## src/rtl/imu_pkg.sv

```systemverilog
// Shared header constants, capture FSM encoding and a buffer address-width helper
// for the IMU frame-capture block.
package imu_pkg;

  localparam logic [7:0] IMU_HDR0 = 8'h55;
  localparam logic [7:0] IMU_HDR1 = 8'hAA;

  typedef enum logic [1:0] {
    HUNT    = 2'd0,
    HDR2    = 2'd1,
    PAYLOAD = 2'd2,
    CHECK   = 2'd3
  } imu_state_e;

  function automatic int imu_addr_w(input int depth);
    return (depth > 1) ? $clog2(depth) : 1;
  endfunction

endpackage

```

## src/rtl/imu_frame_buf.sv

```systemverilog
// Payload byte store: one write port, registered read that returns 0x00 when the
// caller flags the read address as out of range.
module imu_frame_buf
  import imu_pkg::*;
#(
  parameter int DEPTH = 31,
  parameter int AW    = imu_addr_w(DEPTH)
) (
  input  logic          clk_i,
  input  logic          srst_i,
  input  logic          we_i,
  input  logic [AW-1:0] waddr_i,
  input  logic [7:0]    wdata_i,
  input  logic [AW-1:0] raddr_i,
  input  logic          rvalid_i,
  output logic [7:0]    rdata_o
);

  logic [7:0] mem_q [DEPTH];
  logic [7:0] rdata_q;

  always_ff @(posedge clk_i) begin
    if (we_i) begin
      mem_q[raddr_sel(waddr_i)] <= wdata_i;
    end
  end

  // Reset acts on the output register only, so the array still maps onto block RAM.
  always_ff @(posedge clk_i) begin
    if (srst_i) begin
      rdata_q <= '0;
    end else if (rvalid_i) begin
      rdata_q <= mem_q[raddr_sel(raddr_i)];
    end else begin
      rdata_q <= '0;
    end
  end

  function automatic logic [AW-1:0] raddr_sel(input logic [AW-1:0] a);
    return a;
  endfunction

  assign rdata_o = rdata_q;

endmodule

```

## src/rtl/imu_frame_ctrl.sv

```systemverilog
// IMU frame capture: hunts the 55 AA header, buffers and checksums the payload,
// timestamps accepted frames and holds them for host readout with an interrupt.
module imu_frame_ctrl
  import imu_pkg::*;
#(
  parameter int OSC_FREQ    = 20_000_000,
  parameter int PAYLOAD_LEN = 32,
  parameter int GAP_CYCLES  = OSC_FREQ / 1000,
  parameter int ISR_CYCLES  = OSC_FREQ / 1000
) (
  input  logic        CLK,
  input  logic        RST,
  input  logic        Rx_Vlid,
  input  logic [7:0]  Rx_Data,
  input  logic [15:0] Ms_Stamp,
  input  logic        Frame_Ack,
  input  logic [7:0]  Rd_Addr,
  output logic [7:0]  Rd_Data,
  output logic        Frame_Rdy,
  output logic [15:0] Frame_ms,
  output logic        ISR,
  output logic        Chk_Err,
  output logic        Tmo_Err,
  output logic [7:0]  Drop_Cnt
);

  localparam int DEPTH = PAYLOAD_LEN - 1;
  localparam int AW    = imu_addr_w(DEPTH);
  localparam int GW    = $clog2(GAP_CYCLES + 1);
  localparam int IW    = $clog2(ISR_CYCLES + 1);

  localparam logic [7:0]    LAST_IDX = 8'(PAYLOAD_LEN - 1);
  localparam logic [GW-1:0] GAP_LAST = GW'(GAP_CYCLES - 1);
  localparam logic [IW-1:0] ISR_LAST = IW'(ISR_CYCLES - 1);

  imu_state_e    state_q, state_d;
  logic [7:0]    idx_q, idx_d;
  logic [7:0]    sum_q, sum_d;
  logic [7:0]    chk_q, chk_d;
  logic          drop_q, drop_d;
  logic [15:0]   stamp_q, stamp_d;
  logic [15:0]   frame_ms_q, frame_ms_d;
  logic [GW-1:0] idle_q, idle_d;
  logic [IW-1:0] isr_cnt_q, isr_cnt_d;
  logic          rdy_q, rdy_d;
  logic          isr_q, isr_d;
  logic          chk_err_q, chk_err_d;
  logic          tmo_q, tmo_d;
  logic [7:0]    drop_cnt_q, drop_cnt_d;
  logic          buf_we;

  always_comb begin
    state_d    = state_q;
    idx_d      = idx_q;
    sum_d      = sum_q;
    chk_d      = chk_q;
    drop_d     = drop_q;
    stamp_d    = stamp_q;
    frame_ms_d = frame_ms_q;
    idle_d     = '0;
    isr_cnt_d  = isr_cnt_q;
    rdy_d      = rdy_q;
    isr_d      = isr_q;
    chk_err_d  = 1'b0;
    tmo_d      = 1'b0;
    drop_cnt_d = drop_cnt_q;
    buf_we     = 1'b0;

    if (isr_q) begin
      if (isr_cnt_q == ISR_LAST) isr_d = 1'b0;
      else                       isr_cnt_d = isr_cnt_q + IW'(1);
    end

    unique case (state_q)
      HUNT: begin
        if (Rx_Vlid && Rx_Data == IMU_HDR0) state_d = HDR2;
      end
      HDR2: begin
        if (Rx_Vlid) begin
          if (Rx_Data == IMU_HDR1) begin
            state_d = PAYLOAD;
            stamp_d = Ms_Stamp;
            idx_d   = '0;
            sum_d   = '0;
            drop_d  = rdy_q;
          end else if (Rx_Data != IMU_HDR0) begin
            state_d = HUNT;
          end
        end
      end
      PAYLOAD: begin
        if (Rx_Vlid) begin
          if (idx_q == LAST_IDX) begin
            chk_d   = Rx_Data;
            state_d = CHECK;
          end else begin
            buf_we = !drop_q;
            sum_d  = sum_q + Rx_Data;
            idx_d  = idx_q + 8'd1;
          end
        end
      end
      CHECK: begin
        // A byte arriving here is already the start of the next header hunt.
        state_d = (Rx_Vlid && Rx_Data == IMU_HDR0) ? HDR2 : HUNT;
        if (chk_q != sum_q) begin
          chk_err_d = 1'b1;
        end else if (drop_q) begin
          if (drop_cnt_q != 8'hFF) drop_cnt_d = drop_cnt_q + 8'd1;
        end else begin
          rdy_d      = 1'b1;
          frame_ms_d = stamp_q;
          isr_d      = 1'b1;
          isr_cnt_d  = '0;
        end
      end
      default: state_d = HUNT;
    endcase

    if ((state_q == HDR2 || state_q == PAYLOAD) && !Rx_Vlid) begin
      if (idle_q == GAP_LAST) begin
        tmo_d   = 1'b1;
        state_d = HUNT;
      end else begin
        idle_d = idle_q + GW'(1);
      end
    end

    if (Frame_Ack && rdy_q) begin
      rdy_d = 1'b0;
      isr_d = 1'b0;
    end
  end

  always_ff @(posedge CLK) begin
    if (RST) begin
      state_q    <= HUNT;
      idx_q      <= '0;
      sum_q      <= '0;
      chk_q      <= '0;
      drop_q     <= 1'b0;
      stamp_q    <= '0;
      frame_ms_q <= '0;
      idle_q     <= '0;
      isr_cnt_q  <= '0;
      rdy_q      <= 1'b0;
      isr_q      <= 1'b0;
      chk_err_q  <= 1'b0;
      tmo_q      <= 1'b0;
      drop_cnt_q <= '0;
    end else begin
      state_q    <= state_d;
      idx_q      <= idx_d;
      sum_q      <= sum_d;
      chk_q      <= chk_d;
      drop_q     <= drop_d;
      stamp_q    <= stamp_d;
      frame_ms_q <= frame_ms_d;
      idle_q     <= idle_d;
      isr_cnt_q  <= isr_cnt_d;
      rdy_q      <= rdy_d;
      isr_q      <= isr_d;
      chk_err_q  <= chk_err_d;
      tmo_q      <= tmo_d;
      drop_cnt_q <= drop_cnt_d;
    end
  end

  imu_frame_buf #(
    .DEPTH (DEPTH),
    .AW    (AW)
  ) u_buf (
    .clk_i    (CLK),
    .srst_i   (RST),
    .we_i     (buf_we),
    .waddr_i  (idx_q[AW-1:0]),
    .wdata_i  (Rx_Data),
    .raddr_i  (Rd_Addr[AW-1:0]),
    .rvalid_i (Rd_Addr < LAST_IDX),
    .rdata_o  (Rd_Data)
  );

  assign Frame_Rdy = rdy_q;
  assign Frame_ms  = frame_ms_q;
  assign ISR       = isr_q;
  assign Chk_Err   = chk_err_q;
  assign Tmo_Err   = tmo_q;
  assign Drop_Cnt  = drop_cnt_q;

endmodule

```

## config.mk

```make
export PLATFORM = sky130hd
export DESIGN_NAME = imu_frame_ctrl
export DESIGN_NICKNAME = d
export VERILOG_FILES = /design/src/rtl/imu_pkg.sv /design/src/rtl/imu_frame_buf.sv /design/src/rtl/imu_frame_ctrl.sv
export SDC_FILE = /design/constraint.sdc
export NUM_CORES = 1
export LEC_CHECK = 0
export CAP_MARGIN = 5
export CORE_MARGIN = 10
export CORE_UTILIZATION = 45
export CTS_BUF_LIST = sky130_fd_sc_hd__clkbuf_8 sky130_fd_sc_hd__clkbuf_16
export DETAILED_ROUTE_END_ITERATION = 7
export GPL_ROUTABILITY_DRIVEN = 0
export PLACE_DENSITY = 0.71
export SLEW_MARGIN = 20
export SYNTH_ARGS = -nofsm -noshare
export SYNTH_HDL_FRONTEND = slang
export SYNTH_HIERARCHICAL = 1
export SYNTH_SLANG_ARGS = --single-unit
```

## constraint.sdc

```tcl
create_clock -name CLK -period 3 [get_ports CLK]
set_input_delay 0.75 -clock CLK [delete_from_list [all_inputs] [get_ports CLK]]
set_output_delay 0.75 -clock CLK [all_outputs]
set_load 0.01 [all_outputs]
```

* Yosys cells after proc, flatten, opt, wreduce, memory -nomap -nowiden
Memory sizes are Yosys's and may differ from the RTL's. A register that Yosys moved wholly into a read port is not among the register bits.
Cells that the tools add are included.
** Word-level totals
- Bits in registers :: 101
- Memory bits (writable) :: 248
- Bits of input ports :: 36
- Memories :: 1
** Operators by class
- $add $sub $neg :: 5
- Order comparisons :: 1
- Equal/unequal tests :: 15
- Muxes and demuxes :: 35
- Bitwise operators :: 5
- Reductions and logical operators :: 18
** Memory list
- u_buf.mem_q :: words 31, bits a word 8, rd ports 1, clocked after Yosys merged registers in 1, wr ports 1, RTL line imu_frame_buf.sv:19 : logic [7:0] mem_q [DEPTH];
** Operator list (number)
- 15-bit 2-to-1 mux :: 5
- 8-bit 2-to-1 mux :: 6
- 8-bit case mux with 2 select lines :: 2
- 15-bit by 1-bit adder with 15-bit output (second input constant) :: 2
- 15-bit == test (second input constant) :: 2
- 8-bit by 1-bit adder with 8-bit output (second input constant) :: 2
- 2-bit 2-to-1 mux :: 8
- 1-bit 2-to-1 mux :: 13
- 3-bit AND reduction :: 3
- 8-bit adder :: 1
- 8-bit by 5-bit == test with 1-bit output (second input constant) :: 1
- 8-bit by 7-bit == test with 1-bit output (second input constant) :: 1
- 8-bit == test (second input constant) :: 1
- 8-bit by 5-bit < comparator with 1-bit output (second input constant) :: 1
- 2-bit inequality test (second input constant) :: 4
- 8-bit by 7-bit inequality test with 1-bit output (second input constant) :: 1
- 8-bit inequality test :: 1
- 8-bit inequality test (second input constant) :: 1
- 2-bit case mux with 4 select lines :: 1
- 2-bit OR reduction :: 4
- 1-bit inverter :: 5
- 5-bit AND reduction :: 1
- 2-bit == test (second input constant) :: 2
- 4-bit AND reduction :: 1
- 7 further kinds :: 10

* Depth between registers and ports, before layout
- Word-level depth :: 7
- Depth in mapped cells :: 9
- Gate-level depth less buffers :: 7

* Hierarchy
Netlist, hierarchy kept.
** Modules (own cells, without submodules)
- imu_frame_buf :: times used 1, cells an instance 541, area each 10151.0 um^2, sequential area each 7607.3 um^2
- imu_frame_ctrl :: times used 1, cells an instance 535, area each 4647.0 um^2, sequential area each 2021.9 um^2

* Worst setup path before layout
OpenSTA, ideal clock, no wires.
- Path type :: reg-to-reg
- From :: register idx_q[0]
- To :: memory u_buf.mem_q[0][0] (enable)
- Library setup time :: 370 ps
- Arrival :: 2295 ps
- Required time :: 2630 ps
- Setup slack :: 335 ps
- Cell stages (with the launch flop) :: 8
- Period minus slack after synthesis :: 2665 ps
- Cell sequence :: dfxtp_1 > ha_1 > and4_1 > and2_1 > nor4_1 > or3b_2 > clkbuf_1 > nor2_1
** Between the ends
- Word-level cells in the longest chain between the ends :: 6
** Ends and longest elaborated chain
- start: declaration :: RTL line imu_frame_ctrl.sv:37 : logic [7:0] idx_q, idx_d;
- start signal: assignment :: RTL line imu_frame_ctrl.sv:153 : idx_q <= idx_d;
- 8-bit by 5-bit == test with 1-bit output :: RTL line imu_frame_ctrl.sv:93 : if (idx_q == LAST_IDX) begin
- 1-bit 2-to-1 mux :: RTL line imu_frame_ctrl.sv:93
- 1-bit 2-to-1 mux :: RTL line imu_frame_ctrl.sv:92 : if (Rx_Vlid) begin
- 1-bit 2-to-1 mux :: RTL line imu_frame_ctrl.sv:74 : unique case (state_q)
- via buf_we :: RTL line imu_frame_ctrl.sv:50 : logic buf_we;
- 1-bit 2-to-1 mux :: RTL line imu_frame_buf.sv:23 : if (we_i) begin
- 1-bit 2-to-1 mux (implied by the code) :: RTL line imu_frame_buf.sv:24 : mem_q[raddr_sel(waddr_i)] <= wdata_i;
- end: declaration :: RTL line imu_frame_buf.sv:19
The timed path passes the listed nets, and every way through them passes these cells.

* Worst setup path after layout
- From :: register idx_q[0]
- To :: memory u_buf.mem_q[8][4] (enable)
Same word-level chain as after synthesis.

==> out/results.tsv <==
stage	metric	value	unit
status	outcome	finished clean	
grt	total grt overflow	0	
drt	DR DRC count	0	
die	Core Footprint	32500	sq um
synth	post-synthesis sequential area ratio	0.651	
layout	fin cells	1695	
timing	Worst slew margin	0.596	
critical_path	crit-path max FO	8	
drt	Final ANT Viol Nets	0	
synth	post-synthesis compound-gate area fraction	0.0517	
grt	antenna violations before repair	1	
critical_path	critical path cell sequence	ha_1 -> and4_1 -> and2_1 -> nor4_1 -> or3b_2 -> nor2_1 -> buf_4	
drt	wire per inst	20.1	um
timing	setup ws final	303	ps
pwr	VDD IR max	0.000407	V
timing	Final setup viols	0	
die	Initial Util	0.456	
layout	fillers	2665	
clocking	Clock Sinks	357	
place	Setup WS pre-CTS	-41.6	ps
synth	mux cell area share after synthesis	0.111	
critical_path	slowest stage cell on the critical path	or3b_2	
synth	share of flip-flops with an asynchronous set or reset after synthesis	0	
synth	Gate Count Post-Synth	1076	
pwr	Design Power	0.0101	W
clocking	total setup buffers inserted after CTS	0	
timing	Final Skew	19.3	ps
grt	pin count of the biggest net entering global routing	63	
place	post-DP HPWL	22200	um
timing	Max Fclk	371	MHz
die	Die ar.	40500	sq um
place	Placed Instances	1626	
critical_path	Critical Path Start Type	flip-flop	
place	Port Buf Inserts	71	
die	# IOs	72	
timing	crit path time final	2700	ps
clocking	worst-skew pair later-pin latency	530	ps
critical_path	Setup CP Type	flip-flop to flip-flop	
layout	final net count	1275	
synth	mapped cell area	14800	sq um
drt	drt total wl	34000	um
die	row cnt	66	
drt	1st-iter DRT viols	750	
critical_path	CP peak stage delay	660	ps
drt	DR pass1 iterations	5	
timing	post-route clock period utilization	0.899	
clocking	hold buffers post-CTS	0	
critical_path	worst endpoint required time	3240	ps
synth	Synth Area in Adders	0.0140	
synth	Yosys Warn Count	6	
die	Chip Height	201	um
timing	Slew @ Worst Pin	600	ps
synth	number of synthesized flops with an enable pin	248	
timing	Hold Fails Final Rpt	0	
clocking	Clock transition at path regs	60	ps
synth	Yosys cell types	64	
hold_path	HP Class	flip-flop to flip-flop	
timing	RSZ-0062 raised after global routing	no	
timing	Fin Hold WS	447	ps
synth	syn_nets	1128	
clocking	CTS tree	done	
synth	largest family of logic cells by synthesized area	simple AND/OR/NAND/NOR gates	
grt	first-pass GRT wire length	53200	um
synth	Synth Register Bits	357	
synth	simple-gate area share of the yosys netlist	0.119	
pwr	PD cells	575	nW/um^2
drt	vias per inst	5.49	
layout	share of cells above drive strength 1	0.137	
grt	GRT Overall Usage	0.165	
clocking	clock root cell	clkbuf_16	
timing	Slew Limit Fails	0	
clocking	H-Tree Depth	2	
pwr	leakage power	6.14	nW
synth	top_reg_cell synth	edfxtp_1	
critical_path	CP endpoint kind	flip-flop	
drt	vias	9306	
die	die outline width	201	um
clocking	clock buffer depth	3	
clocking	Gates resized, CTS repair	0	
synth	xor/xnor share of the synthesized area	0.0266	
run	max capacitance violation total	0	
grt	vias in the first global route	9399	
layout	Layout Utilization	0.543	
synth	Syn Area/Cell	13.8	sq um
critical_path	Arrival @ worst endpoint	2940	ps
layout	Area growth syn-to-layout	19.0	%
clocking	CTS Buf Count	37	
critical path: cells and delay by family (launching register included):
kind / cells / cell delay (ps)
AND/OR/NAND/NOR: 5 / 1620
adder cells (fa/ha/maj): 1 / 250
buffers and inverters: 1 / 160
flip-flops: 1 / 370
cell type report:
cell class	count	area, sq um	area share
Inverter	20	75.1	0.00426
Clock inverter	25	188	0.0107
Timing Repair Buffer	153	1360	0.0772
Clock buffer	43	1020	0.0579
Tap cell	442	553	0.0314
Sequential cell	357	9630	0.547
Multi-Input combinational cell	654	4780	0.272
Antenna cell	1	2.50	0.000142
cell usage after synthesis, drive strengths merged (14+ instances only):
cell type	n	share of area
xor2	25	0.015
nor2b	14	0.0059
mux4	27	0.045
a22oi	22	0.011
nand4	19	0.0080
edfxtp	248	0.50
ha	15	0.013
clkbuf	21	0.0067
dfxtp	109	0.15
xnor2	20	0.012
nor4	17	0.0085
nand2	75	0.019
nor2	111	0.028
nand3	41	0.014
mux2i	88	0.060
a21oi	40	0.014
buf	23	0.013
o21ai	14	0.0047
inv	18	0.0046
logic make-up (layout without fill, tap and decap cells):
family          Yosys count  after routing
xor+xnor                 45             45
buf+inv                  65            241
mux                     123            123
compound gates          118            118
fa+ha+maj                16             16
simple gates            352            352
other cells               0              1
flops                   357            357
cell usage in the layout, fill, tap and decap left out, types with 25 or more instances in the layout:
cell,count
a21oi_1,40
buf_4,79
clkbuf_16,38
clkdlybuf4s50_1,67
dfxtp_1,109
edfxtp_1,248
inv_1,28
mux2i_1,88
nand2_1,75
nand3_1,41
nor2_1,111
xor2_1,25
report_power, final:
group	switching [W]	leakage [nW]	internal, W
clock network	0.00185	0.633	0.00261
registers	0.000000905	3.11	0.00526
logic	0.000240	2.41	0.000161
metrics by stage:
| step | setup TNS (ps) | cell area (sq um) |
|---|---|---|
| floorplan | 0 | 14800 |
| global placement | -12.7 | 16400 |
| detailed placement | -1500 | 16400 |
| CTS | 0 | 17600 |
| global route | 0 | 17600 |
| finish | 0 | 17600 |
layer usage:
layer / global-route usage / wire (um) / vias to the layer above
li1: - / - / 4373
met2: 0.273 / 16700 / 336
met5: 0 / 0 / -
met3: 0.0411 / 2460 / 49
met4: 0.0494 / 699 / 0
met1: 0.209 / 14200 / 4548
registers in the layout, indices dropped and copies added (netlist names):
name and flops:
u_buf/mem_q 248, Frame_ms 16, stamp_q 16, idle_q 15, isr_cnt_q 15, Drop_Cnt 8
chk_q 8, idx_q 8, sum_q 8, u_buf/rdata_o 8, state_q 2, Chk_Err 1
Frame_Rdy 1, ISR 1, Tmo_Err 1, drop_q 1
path summary, 6_finish.rpt:
| check | from | to | slack, ps | cells after the start |
|---|---|---|---|---|
| worst max-delay path | idx_q[0]$_SDFFE_PP0P_ | u_buf/mem_q[8][4]$_DFFE_PP_ | 300 | 7 |
| worst min-delay path | idle_q[0]$_SDFF_PP0_ | idle_q[0]$_SDFF_PP0_ | 450 | 1 |
| worst max register to register | idx_q[0]$_SDFFE_PP0P_ | u_buf/mem_q[8][4]$_DFFE_PP_ | 300 | 7 |
| worst min register to register | idle_q[0]$_SDFF_PP0_ | idle_q[0]$_SDFF_PP0_ | 450 | 1 |
(Power assumes the default switching activity.)
